## src/rtl/fir_mac_sequencer.sv

```systemverilog
// Sequenced multiply-accumulate stage of the FIR filter: one accepted sample
// starts a TAPS-cycle MAC walk over the sample window, then holds the result until taken.
module fir_mac_sequencer #(
   parameter int DATA_W = 8,
   parameter int TAPS   = 8,
   parameter int IDX_W  = 3,
   parameter int ACC_W  = 19
) (
   input  logic                     clk,
   input  logic                     rst_n,
   input  logic                     in_valid,
   output logic                     in_ready,
   input  logic signed [DATA_W-1:0] in_data,
   output logic [IDX_W-1:0]         coeff_addr,
   input  logic signed [DATA_W-1:0] coeff_in,
   output logic                     out_valid,
   input  logic                     out_ready,
   output logic signed [ACC_W-1:0]  out_data,
   output logic                     busy
);

   localparam int PROD_W = 2 * DATA_W;

   typedef enum logic [1:0] {
      IDLE,
      MAC,
      DONE
   } state_t;

   state_t                    state;
   logic signed [DATA_W-1:0]  x_win [TAPS];
   logic [IDX_W-1:0]          tap;
   logic signed [ACC_W-1:0]   acc;
   logic signed [PROD_W-1:0]  prod;

   // Operands are widened first so the product keeps full signed precision.
   assign prod       = PROD_W'(x_win[tap]) * PROD_W'(coeff_in);
   assign coeff_addr = (state == MAC) ? tap : '0;
   assign out_data   = acc;

   always_ff @(posedge clk) begin
      if (!rst_n) begin
         state     <= IDLE;
         for (int k = 0; k < TAPS; k++) begin
            x_win[k] <= '0;
         end
         tap       <= '0;
         acc       <= '0;
         in_ready  <= 1'b1;
         out_valid <= 1'b0;
         busy      <= 1'b0;
      end else begin
         case (state)
            IDLE: begin
               if (in_valid) begin
                  x_win[0] <= in_data;
                  for (int k = 1; k < TAPS; k++) begin
                     x_win[k] <= x_win[k-1];
                  end
                  acc      <= '0;
                  tap      <= '0;
                  state    <= MAC;
                  in_ready <= 1'b0;
                  busy     <= 1'b1;
               end
            end
            MAC: begin
               acc <= acc + ACC_W'(prod);
               tap <= tap + 1'b1;
               // The last tap's product lands in acc on this same edge.
               if (tap == IDX_W'(TAPS - 1)) begin
                  state     <= DONE;
                  tap       <= '0;
                  out_valid <= 1'b1;
               end
            end
            DONE: begin
               if (out_ready) begin
                  state     <= IDLE;
                  out_valid <= 1'b0;
                  in_ready  <= 1'b1;
                  busy      <= 1'b0;
               end
            end
            default: begin
               state <= IDLE;
            end
         endcase
      end
   end

endmodule

```

## config.mk

```make
export PLATFORM = sky130hd
export DESIGN_NAME = fir_mac_sequencer
export DESIGN_NICKNAME = d
export VERILOG_FILES = /design/src/rtl/fir_mac_sequencer.sv
export SDC_FILE = /design/constraint.sdc
export NUM_CORES = 1
export LEC_CHECK = 0
export BUFFER_PORTS_ARGS = -buffer_cell sky130_fd_sc_hd__buf_2
export CAP_MARGIN = 20
export CORE_ASPECT_RATIO = 1.1
export CORE_MARGIN = 2
export CORE_UTILIZATION = 56
export CTS_CLUSTER_DIAMETER = 150
export DETAILED_ROUTE_END_ITERATION = 7
export GPL_TIMING_DRIVEN = 0
export PLACE_DENSITY = 0.76
export SETUP_SLACK_MARGIN = 0.02
export SYNTH_ARGS = -nofsm -noshare
export SYNTH_HDL_FRONTEND = slang
export SYNTH_SLANG_ARGS = --single-unit
```

## constraint.sdc

```tcl
create_clock -name clk -period 6.74 [get_ports clk]
set_input_delay 0.674 -clock clk [delete_from_list [all_inputs] [get_ports clk]]
set_output_delay 0.674 -clock clk [all_outputs]
set_load 0.03 [all_outputs]
```

## Yosys cells after proc, flatten, opt, wreduce, memory -nomap -nowiden

Memories as Yosys holds them, arrays and structs flattened. A register that Yosys moved wholly into a read port is not among the register bits.
Index checks and enable logic that the tools add are counted.

- Memories kept: 1
- Word-level logic and storage cells: 65
- Register bits: 27
- Output and inout bits: 25
- Memory bits (writable): 64
- Input bits: 20

Memories:

| memory | words | bits a word | read ports | clocked after Yosys merged registers in | write ports | RTL line | text |
|---|---|---|---|---|---|---|---|
| x_win | 8 | 8 | 8 | 1 | 8 | 31 | `logic signed [DATA_W-1:0] x_win [TAPS];` |

- Eq/ne operators: 6
- Bitwise gates (word level): 8
- Mux-type cells: 33
- $mul: 1
- Add/subtract/negate cells: 2
- Reduce and logical (&&, ||, !) cells: 8

Operators by type and width:

| cell | count |
|---|---|
| $mux 8 | 8 |
| $pmux 19 s2 | 1 |
| $add 19x16->19 | 1 |
| $mux 19 | 1 |
| $mul 8x8->16 | 1 |
| $mux 3 | 5 |
| $mux 1 | 10 |
| $reduce_and 3->1 | 3 |
| $or 1x1->1 | 8 |
| $mux 2 | 3 |
| $pmux 1 s2 | 3 |
| $pmux 2 s3 | 1 |
| $pmux 3 s2 | 1 |
| $reduce_bool 2->1 | 3 |
| $ne 2x2->1 const B | 2 |
| $add 3x1->3 const B | 1 |
| $eq 3x3->1 const B | 1 |
| $eq 2x1->1 const B | 1 |
| $eq 2x2->1 const B | 1 |
| $logic_not 2->1 | 1 |
| $ne 2x1->1 const B | 1 |
| $reduce_and 2->1 | 1 |

## Longest topological paths before layout

Gate-level depths: netlist of the first run.

- Word-level depth: 5
- Gate-level depth with buffers: 21
- Depth with buffers taken out: 19

## Worst setup path after synthesis of the first run

OpenSTA, ideal clock, no wires.

- Path type: reg-to-reg
- From: register with a tool-made name
- To: register acc[18] (netlist: out_data[18])
- Required time: 6618 ps
- Library setup time: 122 ps
- Period minus slack after synthesis: 6322 ps
- Arrival: 6200 ps
- Stages on the path, launching flop included: 19
- Path slack: 418 ps
- Path buffers: 1
- Cell sequence: dfxtp_1 -> buf_2 -> mux4_2 -> mux2i_1 -> nor2b_1 -> inv_1 -> fa_1 -> inv_1 -> fa_1 -> fa_1 -> fa_1 -> fa_1 -> ha_1 -> o21a_1 -> a2111oi_4 -> nor4_2 -> a2111oi_2 -> xnor2_1 -> o21ai_1

RTL lines:

| what | RTL line | text |
|---|---|---|
| end signal: assignment | 68 | `acc <= acc + ACC_W'(prod);` |
| end: declaration | 33 | `logic signed [ACC_W-1:0] acc;` |

==> impl.org, run 1 <==
** Status
- The run finished with clean final reports.

** Worst setup path
- The critical path in this run is classified as flip-flop to flip-flop.
- At the worst endpoint, the required time is 6970 ps.
- Worst-case reg-to-reg path depth :: 18
- The worst setup path is captured at a flip-flop.
- The worst setup path is launched from a flip-flop.
- Terminus of the critical flop-to-flop path :: out_data[18]
- Register-to-Register Setup Slack :: 360 ps
- Capture point of the critical path :: out_data[18]
- Worst path arrival time :: 6600 ps
- Crit path max fanout :: 8

** Routing
- Drt first-iter violations :: 240
- After detailed routing, the number of remaining DRC violations is 0.
- Via density per instance :: 5.588
- Post-detailed-route wirelength per cell :: 16.57 um
- Routed vias :: 4800
- The routed design has 14230 um of wire.
- 1st-pass router iterations :: 5
- Once detail routing completed, the nets flagged for antenna violations numbered 0.

** Synth
- Of the total synthesized cell area, the portion taken by AND, OR, NAND and NOR gates is 0.1534.
- The number of nets handed over by synthesis was 783.
- The Yosys step of the flow raised 0 warnings.
- Flip-flop and latch count after synthesis :: 94
- In the synthesized netlist, the number of instances is 633.
- Xor and xnor area share after synthesis :: 0.02021
- Of the post-synthesis cell area, the part taken by muxes is 0.05996.
- Synth unique cells :: 41
- In this run the mean area of a mapped cell was 11.64 um2.
- Arithmetic-cell share of the synthesized area counting full adders, half adders and majority gates :: 0.3064
- The cell area that synthesis handed to floorplanning was 0.007366 mm2.
- Cell accounting for the most synthesized area :: sky130_fd_sc_hd__edfxtp_1
- Combinational family with the most area after synthesis :: adder cells
- Sorting the synthesized cells by area gives the leading types as sky130_fd_sc_hd__edfxtp_1 (26%), sky130_fd_sc_hd__fa_1 (23%), sky130_fd_sc_hd__dfxtp_1 (8.2%).
- The share of synthesized area in the top cell type comes to 0.2609.
- The area fraction in compound gates after synthesis was 0.05962.
- Share of synthesized area occupied by flip-flops and latches :: 0.3424

** STA
- Post-route clock period utilization :: 0.9460
- The number of slew-limit violations in the final report is 0.
- Finish-stage setup viols :: 0
- For this run, the top clock speed supported by timing is 156.8 MHz.
- Count of endpoints failing hold in the final timing report :: 0
- Time the final worst path needs with I/O delays and setup :: 6376 ps
- The worst pin sits at a relative slew slack of 0.5914.
- Aggregate negative setup slack :: 0 ps
- Final Hold Slack :: 485.0 ps
- Setup Skew :: 8.611 ps
- Transition time at the pin with the least slew margin :: 610.6 ps

** Power
- Static leakage :: 3.732 nW
- Worst supply voltage drop on vdd :: 0.0004508 V
- Dividing total power by cell area gives a power density of 382.3 mW/mm2.

** GRT
- Wire length of the first global-routing pass :: 24670 um
- The number of global-route vias before repair is 5080.
- The number of antenna violations at the first check in global routing was 0.
- Leftover overflow at the end of global routing :: 0
- Largest net degree at the start of global routing :: 30
- In the global route stage, overall resource usage came out at 0.2191.

** Finish
- The number of antenna diodes in the final layout is 0.
- Fill cells in the final layout number 940.
- Compared with the post-synthesis result, the final layout area differs by 12.77%.
- Of the cells placed in the final design, the portion with a size suffix greater than 1 is 0.1481.
- In the final design database the tool counted 847 nets.

** Floorplan
- Area enclosed by the die boundary :: 0.01409 mm2
- For this design the top-level I/O count stands at 45.
- Measured along the x axis, the die boundary spans 113.4 um.
- Chip Height :: 124.3 um
- The initial utilization of the core area, before any placement, comes to 0.5777.
- Placement row count :: 43
- Area inside the core boundary :: 0.01275 mm2

** Clock network
- Number of clock sinks :: 94
- Master cell of the clock root buffer :: sky130_fd_sc_hd__clkbuf_16
- TritonCTS built the clock tree.
- Clock buffer count from CTS :: 9
- After clock tree synthesis, the clock-pin slew on the worst setup and hold paths is 70 ps.
- Deepest clock path buffer count :: 2
- Insertion delay to the later sink of the worst-skew pair :: 340 ps
- CTS H-Tree Depth :: 3

** Hold path
- The worst hold path belongs to the class flip-flop to flip-flop.
- The worst hold path passes through 2 cells.

** Place
- Count of buffers from port buffering :: 44
- At the end of routability-driven placement, the weighted congestion stood at 0.8788.
- Detailed placement finished with a half-perimeter wire length of 11150 um.

** Flow run
- Max-cap violations in this run came to 0.
==> cell type report <==
cell class	count	area, um2	area share
Clock buffer	9	225.2	0.02711
Sequential cell	94	2524	0.3038
Tap cell	157	196.4	0.02365
Multi-Input combinational cell	426	4509	0.5429
Timing Repair Buffer	54	340.3	0.04097
Inverter	94	352.8	0.04248
Clock inverter	7	85.08	0.01024
Buffer	18	73.82	0.008887
==> flip-flops by register name, summed over array words and instances (netlist names), named ones only <==
name and count:
x_win 64, out_data 19, tap 3, state 2
busy 1, in_ready 1, out_valid 1
==> kinds of logic (layout without fill, tap and decap cells) <==
logic type	Yosys count	in the layout
AOI/OAI and AO/OA	62	62
xor gates and xnor gates	17	17
adders and majority gates	130	130
buffers and inverters	113	182
DFF	94	94
muxes	24	24
and+or+nand+nor	193	193
==> power breakdown <==
part / switching (mW) / internal [mW] / total [mW]
Clock: 0.229 / 0.296 / 0.525
Combinational: 1.11 / 0.822 / 1.93
Sequential: 0.0437 / 0.679 / 0.722
==> worst max-delay path: stages, from the launching register on <==
cell,delay [ps]
sky130_fd_sc_hd__dfxtp_1,320
sky130_fd_sc_hd__buf_2,250
sky130_fd_sc_hd__mux4_2,550
sky130_fd_sc_hd__mux2i_2,490
sky130_fd_sc_hd__nor2b_2,220
sky130_fd_sc_hd__inv_1,120
sky130_fd_sc_hd__fa_1,420
sky130_fd_sc_hd__inv_1,80
sky130_fd_sc_hd__fa_1,440
sky130_fd_sc_hd__fa_1,520
sky130_fd_sc_hd__fa_1,590
sky130_fd_sc_hd__fa_1,430
sky130_fd_sc_hd__ha_1,350
sky130_fd_sc_hd__o21a_1,250
sky130_fd_sc_hd__a2111oi_4,460
sky130_fd_sc_hd__nor4_2,120
sky130_fd_sc_hd__a2111oi_2,410
sky130_fd_sc_hd__xnor2_1,170
sky130_fd_sc_hd__o21ai_1,70
==> cells in the final DEF, fill, tap and decap left out, types with 8 or more instances in the layout <==
| cell type | n |
|---|---|
| sky130_fd_sc_hd__inv_1 | 94 |
| sky130_fd_sc_hd__fa_1 | 84 |
| sky130_fd_sc_hd__and2_1 | 79 |
| sky130_fd_sc_hd__edfxtp_1 | 64 |
| sky130_fd_sc_hd__nor2b_1 | 46 |
| sky130_fd_sc_hd__ha_1 | 46 |
| sky130_fd_sc_hd__buf_2 | 45 |
| sky130_fd_sc_hd__dfxtp_1 | 29 |
| sky130_fd_sc_hd__nand2b_1 | 22 |
| sky130_fd_sc_hd__nand2_1 | 20 |
| sky130_fd_sc_hd__mux4_2 | 16 |
| sky130_fd_sc_hd__clkbuf_1 | 15 |
| sky130_fd_sc_hd__a21oi_1 | 14 |
| sky130_fd_sc_hd__nor2_1 | 11 |
| sky130_fd_sc_hd__a22oi_1 | 11 |
| sky130_fd_sc_hd__o21ai_0 | 10 |
| sky130_fd_sc_hd__xnor2_1 | 10 |
| sky130_fd_sc_hd__clkbuf_16 | 9 |
| sky130_fd_sc_hd__buf_4 | 8 |
==> synthesized netlist by cell type <==
| cell type | instances |
|---|---|
| sky130_fd_sc_hd__o21a_1 | 4 |
| sky130_fd_sc_hd__a2111oi_2 | 1 |
| sky130_fd_sc_hd__nand4_1 | 5 |
| sky130_fd_sc_hd__a2111o_1 | 1 |
| sky130_fd_sc_hd__a41oi_1 | 1 |
| sky130_fd_sc_hd__a22oi_1 | 11 |
| sky130_fd_sc_hd__fa_1 | 84 |
| sky130_fd_sc_hd__nor4_2 | 1 |
| sky130_fd_sc_hd__nand2b_1 | 22 |
| sky130_fd_sc_hd__o311a_1 | 1 |
| sky130_fd_sc_hd__nand3_1 | 5 |
| sky130_fd_sc_hd__dfxtp_1 | 30 |
| sky130_fd_sc_hd__ha_1 | 46 |
| sky130_fd_sc_hd__a211o_1 | 1 |
| sky130_fd_sc_hd__clkbuf_1 | 16 |
| sky130_fd_sc_hd__a32oi_1 | 3 |
| sky130_fd_sc_hd__mux2i_1 | 7 |
| sky130_fd_sc_hd__buf_1 | 1 |
| sky130_fd_sc_hd__xor2_1 | 7 |
| sky130_fd_sc_hd__a21o_1 | 5 |
| sky130_fd_sc_hd__nor3_1 | 1 |
| sky130_fd_sc_hd__o21bai_1 | 3 |
| sky130_fd_sc_hd__a31oi_1 | 2 |
| sky130_fd_sc_hd__edfxtp_1 | 64 |
| sky130_fd_sc_hd__inv_1 | 94 |
| sky130_fd_sc_hd__mux4_2 | 16 |
| sky130_fd_sc_hd__nand2_1 | 20 |
| sky130_fd_sc_hd__mux2_2 | 1 |
| sky130_fd_sc_hd__o21ai_0 | 11 |
| sky130_fd_sc_hd__xnor2_1 | 10 |
| sky130_fd_sc_hd__or2_2 | 1 |
| sky130_fd_sc_hd__nor2b_1 | 47 |
| sky130_fd_sc_hd__a22o_1 | 1 |
| sky130_fd_sc_hd__nor2_1 | 11 |
| sky130_fd_sc_hd__o31ai_1 | 1 |
| sky130_fd_sc_hd__a2111oi_4 | 1 |
| sky130_fd_sc_hd__or4_1 | 1 |
| sky130_fd_sc_hd__buf_2 | 2 |
| sky130_fd_sc_hd__o21ai_1 | 1 |
| sky130_fd_sc_hd__and2_1 | 79 |
| sky130_fd_sc_hd__a21oi_1 | 14 |
==> through the flow <==
step	worst slack (ps)	cells	utilization	power, mW	area [um2]
6_report	364.3	859	0.6515	3.176	8307
5_1_grt	-4.618	859	0.6515	3.499	8307
4_1_cts	28.40	853	0.6441	3.190	8213
3_5_place_dp	-336.7	837	0.6155	2.645	7849
3_3_place_gp	-647.5	834	0.6103	2.583	7782
2_1_floorplan	418.0	633	-	2.247	7366
==> metal layers <==
layer / GRT usage / vias up / routed length [um]
met1: 0.3013 / 2435 / 6193
li1: - / 2212 / -
met5: 0 / - / 0
met3: 0.03747 / 22 / 592
met2: 0.3600 / 131 / 7202
met4: 0.06528 / 0 / 242
==> worst min path at each step <==
stage                       from            to  slack, ps
finish              out_data[18]  out_data[18]        490
floorplan               state[0]      state[0]        510
CTS                 out_data[18]  out_data[18]        490
global route        out_data[18]  out_data[18]        510
global placement    out_data[18]  out_data[18]        470
detailed placement  out_data[18]  out_data[18]        480
==> timing repair <==
| action | CTS | global route |
|---|---|---|
| setup buffers | 0 | 6 |
| pin swaps | 0 | 0 |
| resized for setup | 11 | 7 |
| endpoints found under the setup margin | 6 | 5 |
| gates cloned | 0 | 0 |
| hold buffers | 0 | 0 |
Note: power is estimated with default switching activity, not from simulation.
==> run 2: changes to the inputs <==
--- a/config.mk
+++ b/config.mk
@@ -14,6 +14,7 @@
 export DETAILED_ROUTE_END_ITERATION = 7
 export GPL_TIMING_DRIVEN = 0
 export PLACE_DENSITY = 0.76
+export RECOVER_POWER = 100
 export SETUP_SLACK_MARGIN = 0.02
 export SYNTH_ARGS = -nofsm -noshare
 export SYNTH_HDL_FRONTEND = slang
==> impl.org, run 2 (same netlist as run 1, synthesis figures left out) <==
** Power
- For this design the static power due to leakage is 3.567 nW.
- Overall power consumption after layout is estimated at 3.163 mW.
- The worst-case IR drop observed on VDD is 0.0004498 V.
- In this run the power density over the cells is 384.6 mW/mm2.

** Worst setup path
- The worst setup path is of the flip-flop to flip-flop kind.
- Worst Setup Start Kind :: flip-flop
- Of all nets on the critical path, the largest fanout is 8.
- Count of buffering cells on the critical path with inverters included :: 3
- STA puts the critical path data required time at 6970 ps.
- The kind of cell with the highest combined delay along the critical path is adder cells.
- Counting buffers and inverters, the worst setup path is 18 cells deep.
- Worst-case reg-to-reg path depth :: 18
- On the worst path, the slowest cell contributes a delay of 590 ps.
- For the worst setup path, the data arrival time is 6610 ps.
- List of cells traversed by the critical path :: buf_2 -> mux4_2 -> mux2i_2 -> nor2b_2 -> inv_1 -> fa_1 -> inv_1 -> fa_1 -> fa_1 -> fa_1 -> fa_1 -> ha_1 -> o21a_1 -> a2111oi_4 -> nor4_2 -> a2111oi_2 -> xnor2_1 -> o21ai_1
- Among all stages on the critical path, the largest delay is contributed by sky130_fd_sc_hd__fa_1.
- By instance count, the cell type seen most on the critical path is sky130_fd_sc_hd__fa_1.
- Kind of end point of the critical path :: flip-flop

** GRT
- Entering global routing, the biggest net connects 30 pins.
- Leftover overflow at the end of global routing :: 0
- In the global route stage, overall resource usage came out at 0.2191.
- Wire length of the first global-routing pass :: 24670 um
- The number of global-route vias before repair came to 5080.
- Number of antenna violations at the first check in global routing :: 0

** Place
- Once detailed placement completed, the half-perimeter wirelength came to 11150 um.
- At the end of routability-driven placement, the weighted congestion stood at 0.8788.
- Port buffering added 44 buffers.
- OpenSTA, run right after detailed placement, puts the worst setup slack at -336.7 ps.

** Floorplan
- Die boundary width :: 113.4 um
- Placement row count :: 43
- The total area inside the core boundary comes to 0.01275 mm2.
- The initial utilization of the core area, before any placement, comes to 0.5777.
- Number of top-level design ports :: 45
- Chip Height :: 124.3 um
- Area enclosed by the die boundary :: 0.01409 mm2

** Routing
- 1st-pass router iterations :: 5
- DRC violations left :: 0
- Antenna violation net count after detailed routing :: 0
- Using the TritonRoute via totals, the vias-per-cell ratio works out to 5.558.
- Drt first-iter violations :: 231
- Detailed routing inserted a total of 4774 vias.
- After detailed routing, the average wire length per cell comes to 16.51 um.
- The routed design has 14190 um of wire.

** STA
- The worst pin sits at a relative slew slack of -0.5328.
- Worst-case setup margin in the final layout :: 355.2 ps
- For the pin with the worst max-slew slack, the measured transition is 2275 ps.
- The number of slew-limit violations in the final report was 48.
- Aggregate negative setup slack :: 0 ps
- On the final layout, the worst clock skew is 7.967 ps.
- Across all hold checks on the routed design, the worst slack comes to 487.2 ps.
- Finish-stage setup viols :: 0
- Of the available clock period, the critical path in the final layout requires 0.9473.
- FMAX :: 156.6 MHz
- For the finished layout, the period the worst path requires is 6385 ps.
- Count of endpoints failing hold in the final timing report :: 0

** Finish
- Relative to the synthesized area, the layout overhead comes to 11.65%.
- In the final layout, the share of cells above drive strength 1 is 0.1083.
- After filler insertion, the fill cell instance count of the layout stands at 968.
- Top library cells by usage in the layout, fill and taps aside :: sky130_fd_sc_hd__inv_1 (94), sky130_fd_sc_hd__fa_1 (84), sky130_fd_sc_hd__edfxtp_1 (64)
- At the end of the flow, the number of nets in the layout was 847.
- The library cell used most frequently in the layout, excluding fill and tap cells, is sky130_fd_sc_hd__inv_1.
- Once layout is complete, the utilization of the core stands at 0.6450.
- Number of flip-flops under the largest register name :: 64
- Top register by number of flip-flops :: x_win
- 0 antenna diodes ended up in the layout.

** Flow run
- Across the run, the number of max-cap violations was 2.

** Clock network
- Clock slew at reported path FFs :: 70 ps
- The tree is rooted in a sky130_fd_sc_hd__clkbuf_16.
- Deepest clock path buffer count :: 2
- In this run, CTS created clock tree buffers numbering 9.
- Hold buffer count at cts :: 0
- For the worst-skew pair, the clock arrives at the later sink with an insertion delay of 340 ps.
- Clock tree from TritonCTS :: done
- Clock tree synthesis found a total of 94 sinks.
- CTS H-Tree Depth :: 3

** Status
- Violations in the final reports :: max-capacitance violations, max-slew violations
- Status :: finished, violations left

** Hold path
- Counting instances, the worst hold path has a depth of 2.
- The worst hold path belongs to the class flip-flop to flip-flop.
[run 2: cell types whose count changed in the layout (fill, tap and decap cells not counted)]
cell                       delta
sky130_fd_sc_hd__and2_0      +44
sky130_fd_sc_hd__and2_1      -44
sky130_fd_sc_hd__buf_12       -1
sky130_fd_sc_hd__buf_16       -1
sky130_fd_sc_hd__buf_2       -25
sky130_fd_sc_hd__clkbuf_1    +27
sky130_fd_sc_hd__o21ai_0      +1
sky130_fd_sc_hd__o21ai_4      -1
[run 2: stage by stage]
stage          cells  cell area [um2]
6_report         859             8224
5_1_grt          859             8224
4_1_cts          853             8213
3_5_place_dp     837             7849
3_3_place_gp     834             7782
2_1_floorplan    633             7366
[run 2: report_power, final]
group          total (mW)  leakage (nW)  switching (mW)  internal, mW
Sequential          0.724         0.939          0.0445         0.680
Clock               0.522         0.153           0.226         0.296
Combinational        1.92          2.47            1.10         0.812
Total                3.16          3.57            1.38          1.79
[run 2: worst min-delay path: stages, from the launching register on]
cell                      delay, ps
sky130_fd_sc_hd__dfxtp_1        340
sky130_fd_sc_hd__nand2_1         60
sky130_fd_sc_hd__o21ai_1         50
[run 2: final cells by class]
cell class,count,area [um2],share of cell area
sequential,94,2524,0.3069
inverter,94,352.8,0.04290
multi-input combinational,426,4498,0.5469
timing repair buffer,54,269.0,0.03271
tap,157,196.4,0.02389
buffer,18,73.82,0.008976
clock inverter,7,85.08,0.01035
clock buffer,9,225.2,0.02738
[run 2: worst paths after layout]
check / from / to / slack (ps)
hold / removal: out_data[18] / out_data[18] / 490
setup / recovery: flip-flop / out_data[18] / 360
hold reg to reg: out_data[18] / out_data[18] / 490
setup reg to reg: flip-flop / out_data[18] / 360
[run 2: metal layers]
layer  GRT usage  wire length (um)  vias up
li1            -                 -     2213
met1      0.3013              6171     2408
met2      0.3600              7144      132
met3     0.03747               629       21
met4     0.06528               240        0
met5           0                 0        -
[run 2: repair_timing]
action / in CTS / in global routing
gates resized for setup: 11 / 7
setup buffers: 0 / 6
endpoints found under the setup margin: 6 / 5
==> run 3: changes to the inputs <==
--- a/config.mk
+++ b/config.mk
@@ -13,7 +13,7 @@
 export CTS_CLUSTER_DIAMETER = 150
 export DETAILED_ROUTE_END_ITERATION = 7
 export GPL_TIMING_DRIVEN = 0
-export PLACE_DENSITY = 0.76
+export PLACE_DENSITY = 0.77
 export RECOVER_POWER = 100
 export SETUP_SLACK_MARGIN = 0.02
 export SYNTH_ARGS = -nofsm -noshare
==> impl.org, run 3 (same netlist as run 1, synthesis figures left out) <==
** Worst setup path
- The largest individual stage delay along the critical path comes from the cell sky130_fd_sc_hd__fa_1.
- For the worst setup path, the data arrival time is 6630 ps.
- Kind of end point of the critical path :: flip-flop
- The critical path goes through buf_2 -> buf_6 -> mux4_2 -> mux2i_1 -> buf_12 -> nand2b_1 -> fa_1 -> fa_1 -> inv_1 -> fa_1 -> fa_1 -> fa_1 -> ha_1 -> o21a_1 -> a2111oi_4 -> nor4_2 -> a2111oi_2 -> xnor2_1 -> o21ai_1.
- Worst Setup Start Kind :: flip-flop
- In this run the critical register-to-register path is captured at out_data[18].
- Cell mode on critical path :: sky130_fd_sc_hd__fa_1
- The critical path runs through a total of 19 cells.
- Count of buffering cells on the critical path with inverters included :: 4
- For the worst setup path, the data required time is 6960 ps.
- CP peak stage delay :: 600 ps
- Critical Setup Path Class :: flip-flop to flip-flop
- Worst-case reg-to-reg path depth :: 19
- The most critical setup path has its endpoint at out_data[18].
- Delay-heaviest family, CP :: adder cells
- Register-to-Register Setup Slack :: 330 ps
- In this run the worst path has a maximum fanout of 10.

** Finish
- In the layout the commonest cells are sky130_fd_sc_hd__inv_1 (94), sky130_fd_sc_hd__fa_1 (84), sky130_fd_sc_hd__edfxtp_1 (64).
- Fill cells in the final layout number 1007.
- Most common library cell in the layout ignoring fill and taps :: sky130_fd_sc_hd__inv_1
- The register with the most flip-flops in the layout has 64 of them.
- Number of antenna repair diodes :: 0
- Utilization of the core after routing :: 0.6412
- The final layout contains 841 nets.
- Excluding fillers, the count of instances in the completed layout stands at 853.
- Top register by number of flip-flops :: x_win
- Summing all flip-flop and latch instances after layout gives 0.002522 mm2.
- Multi-input gate area in the final layout :: 0.004508 mm2
- Relative area change from synthesis to final layout :: 10.99%
- Ratio of cells with drive above 1 in the final layout :: 0.09770

** STA
- Worst-case headroom to the max-slew limit :: -0.1607
- Unrepaired setup endpoints after global routing :: no
- Aggregate negative setup slack :: 0 ps
- Count of endpoints failing hold in the final timing report :: 0
- Final Hold Slack :: 499.2 ps
- FMAX :: 155.9 MHz
- Transition time at the pin with the least slew margin :: 1741 ps
- Of the available clock period, the critical path in the final layout requires 0.9517.
- The number of slew-limit violations in the final report came to 67.
- Time the final worst path needs with I/O delays and setup :: 6414 ps
- Setup violations remaining at the end of the flow were counted as 0.
- The clock arrives with 7.565 ps of skew.

** Power
- Cell Pwr Density :: 386.5 mW/mm2
- In this run the static leakage power is 3.528 nW.
- Worst supply voltage drop on vdd :: 0.0004202 V

** Clock network
- Clock buffer count from CTS :: 9
- Master cell of the clock root buffer :: sky130_fd_sc_hd__clkbuf_16
- The H-tree generated during clock tree synthesis spans 3 levels.
- Insertion delay to the later sink of the worst-skew pair :: 340 ps
- Clock tree from TritonCTS :: done
- No sink is reached through more buffers than the 2 on the longest clock path.
- Number of clock sinks :: 94
- After clock tree synthesis, the clock-pin slew on the worst setup and hold paths is 70 ps.
- The number of hold buffers added after CTS was 0.

** Hold path
- In this run the worst hold path is classified as flip-flop to flip-flop.
- Worst hold stages :: 2

** GRT
- Across every metal layer, demand over resource in global routing totals 0.2210.
- The first global-routing pass estimated 24760 um of wire.
- The number of antenna violations at the first check in global routing is 0.
- Number of global-route vias before repair :: 5042
- Summed over all layers, the global routing overflow is 0.
- Largest net degree at the start of global routing :: 34

** Routing
- Post-Route WL :: 14710 um
- Antenna violation net count after detailed routing :: 0
- Across all layers, the routed design uses 4716 vias.
- Drt first-iter violations :: 278
- After detailed routing, the number of vias per cell comes to 5.529.
- After detailed routing, the number of remaining DRC violations is 0.
- 1st-pass router iterations :: 5
- After detailed routing, the average wire length per cell comes to 17.24 um.

** Place
- Placed Cells :: 837
- Count of buffers from port buffering :: 44
- Hpwl dp :: 11230 um
- GP Congestion :: 0.8672

** Flow run
- Max-capacitance violation count :: 2

** Floorplan
- In this run the horizontal extent of the chip is 113.4 um.
- The floorplan has 43 rows.
- Measured along the y axis, the die boundary spans 124.3 um.
- For this configuration, the core starts out at a cell density of 0.5777.
- Number of top-level design ports :: 45
- Area inside the core boundary :: 0.01275 mm2
- Area enclosed by the die boundary :: 0.01409 mm2

** Status
- The final reports fail on max-capacitance violations, max-slew violations.
- The run finished, with violations left.
==> run 3: tightest hold or removal path: stages (launching register included) <==
cell	delay (ps)
sky130_fd_sc_hd__dfxtp_1	330
sky130_fd_sc_hd__nand2_1	60
sky130_fd_sc_hd__o21ai_1	60
==> run 3: final cells by class <==
type / instances / area share
flip-flops and latches: 94 / 0.3085
clock inverters: 5 / 0.007193
well taps: 157 / 0.02403
clock buffers: 11 / 0.02847
inverters: 94 / 0.04316
multi-input cells: 426 / 0.5514
plain buffers: 17 / 0.009030
repair buffers: 49 / 0.02816
==> run 3: repair_timing <==
item	4_1_cts	5_1_grt
gates resized for setup	14	6
setup endpoints to repair	8	7
gates cloned	0	0
setup buffers	0	2
==> run 3: worst min-delay path by stage <==
stage                 start           end  slack [ps]
6_report       out_data[18]  out_data[18]         500
5_1_grt        out_data[18]  out_data[18]         520
4_1_cts        out_data[18]  out_data[18]         500
3_5_place_dp   out_data[18]  out_data[18]         480
3_3_place_gp   out_data[18]  out_data[18]         470
2_1_floorplan      state[0]      state[0]         510
==> run 3: per-layer routing <==
layer,global-route usage,vias up,part of all wire
li1,-,2200,-
met1,0.2984,2388,0.44
met2,0.3737,110,0.51
met3,0.03893,18,0.035
met4,0.05452,0,0.017
met5,0,-,0
==> run 3: power breakdown <==
| part | total (mW) | switching [mW] | internal, mW |
|---|---|---|---|
| Sequential | 0.728 | 0.0479 | 0.680 |
| Clock | 0.501 | 0.212 | 0.288 |
| Combinational | 1.93 | 1.12 | 0.811 |
==> run 3: metrics by stage <==
| step | instance area [um2] | setup slack, ps | total power [mW] |
|---|---|---|---|
| finish | 8175 | 325.7 | 3.160 |
| detailed placement | 7841 | -357.7 | 2.665 |
| floorplan | 7366 | 418.0 | 2.247 |
| CTS | 8202 | 20.35 | 3.185 |
| global route | 8175 | 23.94 | 3.471 |
| global placement | 7782 | -615.5 | 2.578 |
